--- config.mk ---
export PLATFORM = sky130hd
export DESIGN_NAME = spi_xfer_ctrl
export DESIGN_NICKNAME = d
export VERILOG_FILES = /design/src/rtl/spi_xfer_ctrl.sv
export SDC_FILE = /design/constraint.sdc
export NUM_CORES = 1
export LEC_CHECK = 0
export BUFFER_PORTS_ARGS = -buffer_cell sky130_fd_sc_hd__buf_2
export CAP_MARGIN = 20
export CORE_MARGIN = 1.5
export CORE_UTILIZATION = 45
export CTS_CLUSTER_SIZE = 14
export DETAILED_ROUTE_END_ITERATION = 7
export HOLD_SLACK_MARGIN = 0.03
export PLACE_DENSITY = 0.67
export SETUP_SLACK_MARGIN = 0.5
export SYNTH_ARGS = -nofsm -noshare
export SYNTH_HDL_FRONTEND = slang
export SYNTH_SLANG_ARGS = --single-unit
--- constraint.sdc ---
create_clock -name clk_i -period 2.08 [get_ports clk_i]
set_input_delay 0.312 -clock clk_i [delete_from_list [all_inputs] [get_ports clk_i]]
set_output_delay 0.312 -clock clk_i [all_outputs]
set_load 0.01 [all_outputs]
--- src/rtl/spi_xfer_ctrl.sv ---
// Single-frame SPI master: IDLE -> SETUP -> SHIFT -> HOLD, all four CPOL/CPHA modes, MSB first.
// Latency 1+(D+1)*(1+2*DATA_W+CS_HOLD) cycles to done_o; start_i is ignored (not queued) while busy.
module spi_xfer_ctrl #(
    parameter int DATA_W  = 8,
    parameter int CS_HOLD = 1
) (
    input  logic              clk_i,
    input  logic              reset_n_i,
    input  logic [7:0]        clk_div_i,
    input  logic              cpol_i,
    input  logic              cpha_i,
    input  logic              start_i,
    input  logic [DATA_W-1:0] tx_data_i,
    input  logic              miso_i,
    output logic              busy_o,
    output logic              done_o,
    output logic [DATA_W-1:0] rx_data_o,
    output logic              sclk_o,
    output logic              mosi_o,
    output logic              cs_n_o
);

    localparam int BCW = $clog2(2 * DATA_W) + 1;
    localparam logic [BCW-1:0] LAST_EDGE = BCW'(2 * DATA_W - 1);
    localparam logic [3:0]     HOLD_LAST = 4'(CS_HOLD - 1);

    typedef enum logic [1:0] {
        IDLE,
        SETUP,
        SHIFT,
        HOLD
    } state_t;

    state_t            state_q;
    state_t            state_d;
    logic [7:0]        div_q;
    logic [7:0]        hp_cnt_q;
    logic              cpol_q;
    logic              cpha_q;
    logic [DATA_W-1:0] tx_sr_q;
    logic [DATA_W-1:0] rx_sr_q;
    logic [BCW-1:0]    bit_cnt_q;
    logic [3:0]        hold_cnt_q;

    logic tick;
    logic lead_edge;
    logic accept;
    logic last_edge;
    logic hold_done;

    assign tick      = (state_q != IDLE) && (hp_cnt_q == div_q);
    // Edges are numbered from 1, so an even count means the upcoming edge is odd (leading).
    assign lead_edge = ~bit_cnt_q[0];

    always_ff @(posedge clk_i or negedge reset_n_i) begin
        if (!reset_n_i) begin
            state_q <= IDLE;
        end else begin
            state_q <= state_d;
        end
    end

    always_comb begin
        state_d   = state_q;
        accept    = 1'b0;
        last_edge = 1'b0;
        hold_done = 1'b0;
        case (state_q)
            IDLE: begin
                if (start_i) begin
                    accept  = 1'b1;
                    state_d = SETUP;
                end
            end
            SETUP: begin
                if (tick) begin
                    state_d = SHIFT;
                end
            end
            SHIFT: begin
                if (tick && (bit_cnt_q == LAST_EDGE)) begin
                    last_edge = 1'b1;
                    state_d   = HOLD;
                end
            end
            HOLD: begin
                if (tick && (hold_cnt_q == HOLD_LAST)) begin
                    hold_done = 1'b1;
                    state_d   = IDLE;
                end
            end
            default: state_d = IDLE;
        endcase
    end

    always_ff @(posedge clk_i or negedge reset_n_i) begin
        if (!reset_n_i) begin
            div_q      <= '0;
            hp_cnt_q   <= '0;
            cpol_q     <= 1'b0;
            cpha_q     <= 1'b0;
            tx_sr_q    <= '0;
            rx_sr_q    <= '0;
            bit_cnt_q  <= '0;
            hold_cnt_q <= '0;
            busy_o     <= 1'b0;
            done_o     <= 1'b0;
            rx_data_o  <= '0;
            sclk_o     <= 1'b0;
            mosi_o     <= 1'b0;
            cs_n_o     <= 1'b1;
        end else begin
            done_o <= hold_done;
            if (accept) begin
                div_q      <= clk_div_i;
                cpol_q     <= cpol_i;
                cpha_q     <= cpha_i;
                hp_cnt_q   <= '0;
                bit_cnt_q  <= '0;
                hold_cnt_q <= '0;
                rx_sr_q    <= '0;
                busy_o     <= 1'b1;
                cs_n_o     <= 1'b0;
                sclk_o     <= cpol_i;
                // CPHA=0 must have the MSB on the wire before the first (sampling) edge.
                if (!cpha_i) begin
                    mosi_o  <= tx_data_i[DATA_W-1];
                    tx_sr_q <= tx_data_i << 1;
                end else begin
                    mosi_o  <= 1'b0;
                    tx_sr_q <= tx_data_i;
                end
            end else if (state_q == IDLE) begin
                hp_cnt_q <= '0;
                sclk_o   <= cpol_i;
                mosi_o   <= 1'b0;
            end else begin
                hp_cnt_q <= tick ? 8'd0 : hp_cnt_q + 8'd1;
                if (state_q == SETUP || state_q == HOLD) begin
                    sclk_o <= cpol_q;
                end
                if (state_q == SHIFT && tick) begin
                    sclk_o    <= ~sclk_o;
                    bit_cnt_q <= bit_cnt_q + BCW'(1);
                    // Shift edge is leading for CPHA=1 and trailing for CPHA=0.
                    if (lead_edge == cpha_q) begin
                        if (!last_edge) begin
                            mosi_o  <= tx_sr_q[DATA_W-1];
                            tx_sr_q <= tx_sr_q << 1;
                        end
                    end else begin
                        rx_sr_q <= {rx_sr_q[DATA_W-2:0], miso_i};
                    end
                end
                if (state_q == HOLD && tick) begin
                    hold_cnt_q <= hold_cnt_q + 4'd1;
                end
                if (hold_done) begin
                    hold_cnt_q <= '0;
                    bit_cnt_q  <= '0;
                    busy_o     <= 1'b0;
                    cs_n_o     <= 1'b1;
                    mosi_o     <= 1'b0;
                    rx_data_o  <= rx_sr_q;
                end
            end
        end
    end

endmodule

Yosys cells after proc, flatten, opt, wreduce, memory -nomap -nowiden

Index checks and enable logic that the tools add are counted.

$add $sub $neg: 3
Bitwise gates (word level): 4
Reduce and logical (&&, ||, !) cells: 25
Multiplexer cells: 49
Eq/ne operators: 14

Operator list:

| operator            | number |
|---|---|
| $mux 8              | 13 |
| $mux 1              | 23 |
| $mux 5              | 4 |
| $mux 4              | 4 |
| $ne 2x2->1 const B  | 7 |
| $reduce_bool 4->1   | 3 |
| $reduce_and 3->1    | 3 |
| $add 8x1->8 const B | 1 |
| $eq 8x8->1          | 1 |
| $mux 2              | 4 |
| $pmux 2 s4          | 1 |
| $reduce_and 4->1    | 2 |
| $reduce_bool 2->1   | 4 |
| $reduce_and 2->1    | 3 |
| $reduce_bool 3->1   | 2 |
| $add 5x1->5 const B | 1 |
| $eq 5x4->1 const B  | 1 |
| $logic_and 1x1->1   | 5 |
| $add 4x1->4 const B | 1 |
| $eq 2x2->1 const B  | 2 |
| $logic_not 4->1     | 1 |
| $ne 4x2->1 const B  | 1 |
| $not 1->1           | 4 |
| $eq 2x1->1 const B  | 1 |
| 3 further kinds     | 3 |

Register bits: 58
Word-level logic and storage cells: 110

Depth between registers and ports, before layout

Gate-level depths: netlist of run 1.

Depth in word-level cells: 11
Mapped depth: 9

Worst setup path after synthesis of run 1

OpenSTA, ideal clock, no wires.

Kind: reg2reg
Start: register bit_cnt_q[0]
End: register tx_sr_q[1]
Buffers on the path: 0
Data arrival time: 1.814 ns
Path slack: 0.138 ns
Required time: 1.952 ns
Cell stages (with the launch flop): 7
Setup time: 0.128 ns
Path through: dfrtp_1 ha_1 and3_1 ha_1 nand3b_1 o21ai_2 mux2_1

Cells in the longest elaborated chain, start to end: 6
Elaborated cells on any way between the ends: 9

Ends and longest elaborated chain:

| what                         | RTL line | source |
|---|---|---|
| from (decl)                  | 42       | `logic [BCW-1:0] bit_cnt_q;` |
| from (signal assigned)       | 144      | `bit_cnt_q <= bit_cnt_q + BCW'(1);` |
| $eq 5x4->1                   | 81       | `if (tick && (bit_cnt_q == LAST_EDGE)) begin` |
| $logic_and 1x1->1            | 81       |  |
| $mux 1                       | 81       |  |
| $mux 1                       | 68       | `case (state_q)` |
| $ne 2x2->1 (no line)         | --       |  |
| $reduce_and 4->1 (no line) * | --       |  |
| to (signal assigned)         | 128      | `tx_sr_q <= tx_data_i << 1;` |
| to (signal assigned)         | 131      | `tx_sr_q <= tx_data_i;` |
| to (signal assigned)         | 149      | `tx_sr_q <= tx_sr_q << 1;` |
| to (decl)                    | 40       | `logic [DATA_W-1:0] tx_sr_q;` |

Mark *: on every way between the ends. The rest lies on a longest branch, timed or not.
A chain may end at the register's enable or synchronous reset.

Worst setup path after layout of run 1

Start: register bit_cnt_q[0]
End: register tx_sr_q[7]

The elaborated chain is that of the path after synthesis.

==> results of run 1 <==
## kinds of logic (layout without fill, tap and decap cells)
family / count (synthesis) / after routing / share of synthesized area
DFF: 58 / 58 / 0.502
AOI/OAI and AO/OA: 37 / 37 / 0.0744
muxes: 32 / 32 / 0.118
xor gates and xnor gates: 16 / 16 / 0.0536
adders and majority gates: 9 / 9 / 0.0389
and+or+nand+nor: 110 / 110 / 0.182
buffers and inverters: 23 / 117 / 0.0320
## layout make-up
cell class | instances | area, um2
Tap cell | 77 | 96.3
Clock buffer | 10 | 138
Inverter | 10 | 42.5
Timing Repair Buffer | 91 | 718
Multi-Input combinational cell | 204 | 1680
Sequential cell | 58 | 1460
Clock inverter | 6 | 42.5
Fill cell | 491 | 2110
## cells in the final DEF (no fill, tap or decap), types with 3 or more instances in the layout
cell type	Yosys	final
a21oi_1	7	4
a21oi_2	0	3
buf_12	0	5
buf_2	2	34
buf_4	1	41
buf_6	0	8
clkbuf_8	0	10
dfrtp_1	57	53
dfrtp_2	0	4
ha_1	9	4
ha_4	0	4
inv_1	9	6
inv_2	1	3
mux2_4	0	15
mux2i_1	16	16
nand2_1	42	40
nand3_1	13	11
nand3b_1	3	3
nand4_1	6	6
nor2_1	24	15
nor2_4	0	8
nor3_1	3	3
o21ai_0	12	10
o21ai_1	9	7
o21ai_2	1	3
xnor2_2	2	8
xor2_1	6	6
## final timing paths
kind / depth (start not counted) / end / startpoint
min in group asynchronous: 2 / tx_sr_q[6] / reset_n_i
max in group asynchronous: 3 / cs_n_o / reset_n_i
worst max-delay path: 7 / tx_sr_q[7] / bit_cnt_q[0]
worst max register to register: 7 / tx_sr_q[7] / bit_cnt_q[0]
worst min-delay path: 3 / div_q[3] / clk_div_i[3]
worst min register to register: 1 / rx_data_o[4] / rx_data_o[4]
## registers in the layout, indices dropped and copies added (netlist names)
| signal | flops |
|---|---|
| div_q | 8 |
| hp_cnt_q | 8 |
| rx_data_o | 8 |
| rx_sr_q | 8 |
| tx_sr_q | 8 |
| bit_cnt_q | 5 |
| hold_cnt_q | 4 |
| state_q | 2 |
| busy_o | 1 |
| cpha_q | 1 |
| cpol_q | 1 |
| cs_n_o | 1 |
| done_o | 1 |
| mosi_o | 1 |
| sclk_o | 1 |
## where the power goes
part	internal, mW	switching [mW]
combinational	1.40	1.35
sequential	1.45	0.242
clock	0.463	0.480
total	3.32	2.07
## per-layer routing
metal / track usage / vias up / share of wire
met3: 0.0606 / 16 / 0.052
met2: 0.344 / 66 / 0.50
met5: 0 / - / 0
met1: 0.267 / 1174 / 0.42
met4: 0.103 / 0 / 0.027
li1: - / 1155 / -
## per-stage QoR
step | instances | worst slack, ns | hold WS [ns] | instance area, um2
6_report | 456 | 0.204 | 0.150 | 4170
5_1_grt | 456 | 0.120 | 0.159 | 4170
4_1_cts | 446 | 0.242 | 0.144 | 3940
3_5_place_dp | 399 | 0.101 | 0.314 | 3360
3_3_place_gp | 399 | 0.147 | 0.307 | 3360
2_1_floorplan | 285 | 0.175 | 0.0164 | 3050
## what timing repair did
item                                    4_1_cts  5_1_grt
endpoints found under the hold margin        20        0
cloned                                        0        1
endpoints found under the setup margin       42       51
buffers inserted                             30        9
hold buffers                                  1        0
pin swaps                                    19       19
gates resized for setup                      30       37
## worst reg2reg max path, cell delays in order, from the launching register on
cell and delay, ns:
dfrtp_1 0.39, ha_2 0.20, and3_4 0.17, ha_4 0.15, nand3b_1 0.22, o21ai_4 0.19
buf_12 0.15, mux2_4 0.30
==> metrics.md, run 1 <==
| Metric | Value |
|---|---|
| Status | `completed` |
| Synth area leaders | `dfrtp_1, mux2_1, mux2i_1, nand2_1, ha_1` |
| RSZ-0062 raised after global routing | `yes` |
| R2R setup slack | `0.20 ns` |
| Starting density of the core | `0.461` |
| H-tree Lvls | `3` |
| Avg Cell Area, Syn | `10.2 um2` |
| Cell Rows | `29` |
| CP Buf/Inv Count | `1` |
| Seq/Total Area, Yosys | `0.502` |
| Static Leak | `2.02 nW` |
| Area Overhead vs Synth | `44.1%` |
| Final setup fails | `0` |
| Hpwl dp | `4210 um` |
| Total Neg Setup Slack | `0 ns` |
| Final worst-path cycle share | `0.902` |
| Clock root buffer | `clkbuf_8` |
| Worst slew pin tran | `0.508 ns` |
| Post-synth EDFFs | `0` |
| First-pass GRT wire length | `11700 um` |
| CP max stage delay | `0.39 ns` |
| CTS Buf Count | `9` |
| Final ANT Viol Nets | `0` |
| Utilization after layout | `0.664` |
| Vias | `2411` |
| Max-cap violations | `0` |
| Fmax | `0.533 GHz` |
| Synth top area share | `0.493` |
| Port-buffer cells | `34` |
| Maximum vdd ir drop | `793 uV` |
| Max clock buf depth | `2` |
| Kind of critical path | `register to register` |
| Syn nets | `316` |
| Critical Path Fanout Max | `7` |
| Residual DRC | `0` |
| Most common cell in the synthesized netlist | `dfrtp_1` |
| Synth cell types | `41` |
| # diodes | `0` |
| Tot GR Track Use | `0.214` |
| Core area | `6280 um2` |
| Hold Path Class | `input port to register` |
| Post-synth top cells | `dfrtp_1, nand2_1, nor2_1` |
| Synth warn | `0` |
| WL final | `7320 um` |
| Crit path arrival time | `2.11 ns` |
| Most used flip-flop cell after synthesis | `dfrtp_1` |
| Chip height | `83.2 um` |
| Number of global-route vias before repair | `2445` |
| Initial DRC count | `132` |
| Pwr/cell area | `1290 nW/um2` |
| Cells after Synth | `285` |
| Relative slew slack | `0.661` |
| Vias/cell | `5.29` |
| Async SR Flop Fraction | `1.00` |
| Routed wire per std cell | `16.1 um` |
| Worst Clk Skew | `0.0105 ns` |
| Drt first pass iters | `4` |
| Clk pin slew, worst setup/hold paths | `0.07 ns` |
| Total congestion overflow | `0` |
| Critical Path Source Type | `register` |
| Critical Path RT | `2.31 ns` |
| Die area | `6920 um2` |
| Skew-Pair Late Insertion Delay | `0.35 ns` |
| Final Hold Viols | `0` |
| Final Total Pwr | `5.39 mW` |
| Final min period | `1.88 ns` |
| CP top delay family | `flip-flops` |
| Share of cells above drive strength 1 | `0.467` |
| TritonCTS clock tree | `yes` |
| Slew Viols, Final | `0` |
| Mapped Area | `2890 um2` |
| Synth area leader | `dfrtp_1` |
| TritonCTS Sinks | `58` |
| Fin nets | `405` |
| Largest net degree at the start of global routing | `39` |
| Crit-path slowest cell | `dfrtp_1` |
| GP Congestion | `0.877` |
| # IOs | `35` |
| Die Width | `83.2 um` |
| Crit path cell chain | `ha_2 -> and3_4 -> ha_4 -> nand3b_1 -> o21ai_4 -> buf_12 -> mux2_4` |
| CP Capture Type | `register` |
| Seq cells post-synth | `58` |
| Initial antenna violation count | `0` |
Power figures use the tool's default switching activity.
==> inputs of run 2 (changes only) <==
Settings changed: CORE_ASPECT_RATIO from default to 0.8.
==> run 2 against run 1 <==
Against the previous run: worst setup slack improved by 0.015 ns; sequential power barely moved; register-to-register slack about the same; critical endpoint is now tx_sr_q[4]; worst hold slack better by 0.0030 ns; power is 2.0% lower; non-clock buffer count fell by 4; global-route usage is 0.23 points higher; largest cell class unchanged; clock power is 11% higher.
==> metrics.md, run 2 (synthesis results as in run 1) <==
| Metric | Value |
|---|---|
| Final min period | `1.86 ns (-0.0145 ns)` |
| Crit path arrival time | `2.09 ns (-0.02 ns)` |
| H-tree Lvls | `3 (unchanged)` |
| Final Total Pwr | `5.29 mW (-2.0%)` |
| First-pass GRT wire length | `11200 um (-4.4%)` |
| Die area | `6920 um2 (about the same)` |
| Net Sw Frac | `0.375 (-0.00900)` |
| Max-cap violations | `0 (unchanged)` |
| Drt first pass iters | `4 (unchanged)` |
| Cell Rows | `25 (-14%)` |
| Worst Clk Skew | `0.00467 ns (-0.00585 ns)` |
| Combinational fraction of design power | `0.481 (-0.030)` |
| Final ANT Viol Nets | `0 (unchanged)` |
| Critical Path Source Type | `register` |
| Static Leak | `1.98 nW (-1.9%)` |
| Total Neg Setup Slack | `0 ns (unchanged)` |
| Vias/cell | `5.27 (-0.38%)` |
| Fmax | `0.537 GHz (+0.78%)` |
| Critical Path Fanout Max | `4 (-3)` |
| Slew Viols, Final | `0 (unchanged)` |
| Chip height | `74.7 um (-10%)` |
| Max clock buf depth | `2 (unchanged)` |
| Clock root buffer | `clkbuf_8` |
| Number of global-route vias before repair | `2344 (-4.1%)` |
| Pwr/cell area | `1300 nW/um2 (+0.57%)` |
| Cell Int Power | `3.30 mW (-0.53%)` |
| Post-Place Setup Slack | `0.110 ns (+0.00935 ns)` |
| TritonCTS Sinks | `58 (unchanged)` |
| Share of cells above drive strength 1 | `0.436 (-0.0308)` |
| Routed wire per std cell | `15.6 um (-2.6%)` |
| Worst slew pin tran | `0.467 ns (-0.0407 ns)` |
| Maximum vdd ir drop | `593 uV (-25%)` |
| Final setup fails | `0 (unchanged)` |
| Final Hold Viols | `0 (unchanged)` |
| Fin nets | `402 (-0.74%)` |
| Most frequent cells in the layout | `dfrtp_1, nand2_1, buf_4, buf_2, nor2_1` |
| Kind of critical path | `register to register` |
| Setup ws final | `0.219 ns (+0.0145 ns)` |
| CP Capture Type | `register` |
| Initial antenna violation count | `0 (unchanged)` |
| WL final | `7150 um (-2.3%)` |
| GP Congestion | `0.774 (-12%)` |
| Hpwl dp | `4230 um (+0.51%)` |
| Initial DRC count | `146 (+11%)` |
| Port-buffer cells | `34 (unchanged)` |
| Hold Path Class | `input port to register` |
| RSZ-0062 raised after global routing | `yes` |
| Status | `completed` |
| Residual DRC | `0 (unchanged)` |
| CTS Buf Count | `9 (unchanged)` |
| Clk pin slew, worst setup/hold paths | `0.07 ns (about the same)` |
| Flop pwr share | `0.321 (+0.007)` |
| Clock Power Share | `0.198 (+0.023)` |
| Starting density of the core | `0.477 (+0.0159)` |
| Area Overhead vs Synth | `40.5%` |
| Total congestion overflow | `0 (unchanged)` |
| Relative slew slack | `0.688 (+0.0272)` |
| TritonCTS clock tree | `yes` |
| P_sw | `1.98 mW (-4.3%)` |
| Final worst-path cycle share | `0.895 (-0.00698)` |
| Core area | `6070 um2 (-3.3%)` |
| Commonest non-fill, non-tap cell in the layout | `dfrtp_1` |
| Largest net degree at the start of global routing | `23 (-41%)` |
| # IOs | `35 (unchanged)` |
| Critical Path RT | `2.31 ns (about the same)` |
| Tot GR Track Use | `0.216 (+0.00235)` |
| Vias | `2407 (-0.17%)` |
| Die Width | `92.7 um (+11%)` |
| Skew-Pair Late Insertion Delay | `0.34 ns (about the same)` |
| # diodes | `0 (unchanged)` |
==> run 2: changes by cell type in the layout (fill, tap and decap cells not counted), moves of 2 or more <==
cell / change
o21ai_2: -3
buf_6: +4
clkinv_2: -2
buf_4: -3
o21ai_1: +3
buf_12: -4
nor2_1: +7
nor2_4: -7
==> run 2: layout make-up <==
cell class,count,area [um2]
Clock buffer,9,124
Clock inverter,7,78.8
Fill cell,467,2000
Inverter,10,40.0
Multi-Input combinational cell,205,1630
Sequential cell,58,1460
Tap cell,81,101
Timing Repair Buffer,87,636
==> run 2: final timing paths <==
| path | start | to | slack [ns] | depth (start not counted) |
|---|---|---|---|---|
| max | bit_cnt_q[1] | tx_sr_q[4] | 0.22 | 7 |
| min | clk_div_i[4] | div_q[4] | 0.15 | 3 |
| max reg2reg | bit_cnt_q[1] | tx_sr_q[4] | 0.22 | 7 |
| min reg2reg | hp_cnt_q[0] | hp_cnt_q[0] | 0.48 | 1 |
| max in group asynchronous | reset_n_i | cs_n_o | 0.92 | 3 |
| min in group asynchronous | reset_n_i | bit_cnt_q[1] | 0.45 | 2 |
==> run 2: critical path, cell delays in order (launching register included) <==
cell      delay, ns
dfrtp_1        0.41
ha_2           0.19
and3_4         0.17
ha_4           0.15
nand3b_1       0.21
o21ai_4        0.18
buf_6          0.14
mux2_4         0.30
==> run 2: repair_timing <==
item                                   in CTS  in global routing
cloned                                      1                  0
pin swaps                                  18                 21
hold buffers                                1                  0
gates resized for setup                    34                 17
endpoints found under the hold margin      17                  0
setup endpoints to repair                  48                 56
buffers inserted                           25                 10
==> run 2: per-layer routing <==
| metal | vias up | routed length [um] | GRT usage |
|---|---|---|---|
| met5 | - | 0 | 0 |
| met2 | 66 | 3420 | 0.354 |
| met4 | 0 | 151 | 0.0724 |
| li1 | 1157 | - | - |
| met1 | 1170 | 3260 | 0.282 |
| met3 | 14 | 323 | 0.0626 |
==> run 2: power by group through the flow <==
stage / Clock (mW) / Combinational (mW) / Sequential (mW)
final: 1.05 / 2.54 / 1.70
after global routing: 1.12 / 2.77 / 1.74
after CTS: 1.07 / 2.24 / 1.71
after detailed placement: 0 / 1.80 / 1.71
after global placement: 0 / 1.78 / 1.70
after floorplan: 0 / 1.29 / 1.70
==> run 2: stage by stage <==
step / area, um2 / cells / util / hold WS (ns)
3_3_place_gp: 3360 / 404 / 0.554 / 0.285
5_1_grt: 4070 / 457 / 0.670 / 0.164
3_5_place_dp: 3360 / 404 / 0.554 / 0.286
6_report: 4070 / 457 / 0.670 / 0.153
2_1_floorplan: 3050 / 285 / - / 0.0164
4_1_cts: 3930 / 447 / 0.647 / 0.139
==> inputs of run 3 (changes only) <==
Settings changed: CORE_MARGIN 1.5 to 3.
==> run 3 against run 2 <==
Against the previous run: sequential power hardly changed; flip-flop and latch count unchanged; clock skew is 0.0020 ns higher; largest power group unchanged; core utilization grew 2.6 points; worst hold slack better by 0.013 ns; die area up 7.4%.
==> metrics.md, run 3 (synthesis results as in run 1) <==
| Metric | Value |
|---|---|
| Fmax | `0.540 GHz (+0.42%)` |
| TritonCTS clock tree | `yes` |
| Final min period | `1.85 ns (-0.00777 ns)` |
| # IOs | `35 (unchanged)` |
| First-pass GRT wire length | `11500 um (+2.7%)` |
| Initial DRC count | `146 (unchanged)` |
| Residual DRC | `0 (unchanged)` |
| Hold path startpoint | `clk_div_i[0]` |
| Number of global-route vias before repair | `2381 (+1.6%)` |
| RSZ-0062 raised after global routing | `yes` |
| Flop pwr share | `0.303 (-0.018)` |
| Register-to-Register Path Depth | `7 (unchanged)` |
| Worst Clk Skew | `0.00666 ns (+0.00199 ns)` |
| Critical Path Fanout Max | `7 (+3)` |
| Max clock buf depth | `2 (unchanged)` |
| Post-Place Setup Slack | `0.119 ns (+0.00877 ns)` |
| Net Sw Frac | `0.352 (-0.0235)` |
| Area Overhead vs Synth | `46.0%` |
| Total congestion overflow | `0 (unchanged)` |
| Hold Path Stages | `3 (unchanged)` |
| Combinational fraction of design power | `0.472 (-0.009)` |
| Most frequent cells in the layout | `dfrtp_1, nand2_1, buf_4, buf_2, nor2_1` |
| Hold Slack | `0.165 ns (+0.0129 ns)` |
| Worst slew pin tran | `0.545 ns (+0.0779 ns)` |
| Cell Int Power | `3.62 mW (+9.5%)` |
| CTS Buf Count | `9 (unchanged)` |
| End of the worst register-to-register path | `tx_sr_q[5]` |
| Hold Path Class | `input port to register` |
| Maximum vdd ir drop | `817 uV (+38%)` |
| Final setup fails | `0 (unchanged)` |
| Final worst-path cycle share | `0.891 (-0.00373)` |
| Fin nets | `407 (+1.2%)` |
| Reg2reg start | `bit_cnt_q[1]` |
| Crit path arrival time | `2.07 ns (-0.02 ns)` |
| P_sw | `1.96 mW (-1.1%)` |
| Cell Rows | `25 (unchanged)` |
| H-tree Lvls | `3 (unchanged)` |
| # diodes | `0 (unchanged)` |
| Starting density of the core | `0.477 (unchanged)` |
| Hpwl dp | `4140 um (-2.2%)` |
| Die Width | `95.7 um (+3.2%)` |
| CP Capture Type | `register` |
| Worst Hold End | `div_q[0]` |
| Total Neg Setup Slack | `0 ns (unchanged)` |
| Max-cap violations | `0 (unchanged)` |
| Share of cells above drive strength 1 | `0.439 (+0.00330)` |
| Clk pin slew, worst setup/hold paths | `0.07 ns (about the same)` |
| R2R setup slack | `0.23 ns (about the same)` |
| Port-buffer cells | `34 (unchanged)` |
| TritonCTS Sinks | `58 (unchanged)` |
| Static Leak | `2.06 nW (+4.2%)` |
| Relative slew slack | `0.636 (-0.0519)` |
| Cell area after layout | `4230 um2 (+3.9%)` |
| Clock Power Share | `0.225 (+0.027)` |
| Final ANT Viol Nets | `0 (unchanged)` |
| Pwr/cell area | `1320 nW/um2 (+1.5%)` |
| Clock root buffer | `clkbuf_8` |
| Status | `completed` |
| Chip height | `77.7 um (+4.0%)` |
| Largest net degree at the start of global routing | `38 (+65%)` |
| Core area | `6070 um2 (unchanged)` |
| Commonest non-fill, non-tap cell in the layout | `dfrtp_1` |
| Slew Viols, Final | `0 (unchanged)` |
| Skew-Pair Late Insertion Delay | `0.34 ns (about the same)` |
| GP Congestion | `0.812 (+4.9%)` |
| Initial antenna violation count | `0 (unchanged)` |
| Drt first pass iters | `4 (unchanged)` |
| Die area | `7440 um2 (+7.4%)` |
| Routed wire per std cell | `15.6 um (-0.30%)` |
| WL final | `7190 um (+0.57%)` |
| Vias/cell | `5.25 (-0.29%)` |
| DP Area | `3370 um2 (about the same)` |
| Tot GR Track Use | `0.202 (-0.0147)` |
| Kind of critical path | `register to register` |
| Critical Path Source Type | `register` |
| Setup ws final | `0.227 ns (+0.00777 ns)` |
| Vias | `2421 (+0.58%)` |
| Critical Path RT | `2.30 ns (about the same)` |
| Final Hold Viols | `0 (unchanged)` |
run 3: final cells by class:
class	count	area, um2
clock inverters	5	103
clock buffers	10	138
well taps	81	101
multi-input cells	205	1650
fillers	443	1840
inverters	10	40.0
repair buffers	92	739
flip-flops and latches	58	1460
run 3: critical path, stage by stage (launching register included):
cell      delay [ns]
dfrtp_1         0.39
ha_2            0.19
and3_4          0.17
ha_4            0.15
nand3b_1        0.21
o21ai_4         0.18
buf_12          0.14
mux2_4          0.29
run 3: timing repair:
item | in CTS | in global routing
cloned | 2 | 0
buffers inserted | 35 | 7
endpoints found under the hold margin | 21 | 0
pin swaps | 20 | 8
hold buffers | 1 | 0
resized for setup | 38 | 18
endpoints found under the setup margin | 38 | 47
run 3: power by group through the flow:
stage                     combinational, mW  clock, mW  sequential [mW]
after global placement                 1.78          0             1.70
after CTS                              2.42       1.28             1.69
after floorplan                        1.29          0             1.70
after global routing                   2.83       1.33             1.72
after detailed placement               1.80          0             1.71
final                                  2.63       1.26             1.69
run 3: how the worst max path moves through the flow:
stage	from	to	slack, ns	depth (start not counted)
after floorplan	bit_cnt_q[0]	tx_sr_q[1]	0.17	6
after global placement	hp_cnt_q[0]	tx_sr_q[2]	0.14	5
after detailed placement	bit_cnt_q[0]	tx_sr_q[5]	0.12	6
after CTS	bit_cnt_q[1]	tx_sr_q[5]	0.25	7
after global routing	bit_cnt_q[1]	tx_sr_q[5]	0.16	7
final	bit_cnt_q[1]	tx_sr_q[5]	0.23	7
run 3: through the flow:
| stage | instances | utilization | total power, mW |
|---|---|---|---|
| 2_1_floorplan | 285 | - | 2.99 |
| 3_3_place_gp | 401 | 0.555 | 3.48 |
| 3_5_place_dp | 401 | 0.555 | 3.51 |
| 4_1_cts | 454 | 0.674 | 5.40 |
| 5_1_grt | 461 | 0.696 | 5.89 |
| 6_report | 461 | 0.696 | 5.58 |
run 3: metal layers:
metal,part of all wire,vias up,track usage
li1,-,1168,-
met1,0.46,1182,0.274
met2,0.48,58,0.307
met3,0.046,13,0.0630
met4,0.015,0,0.0653
met5,0,-,0
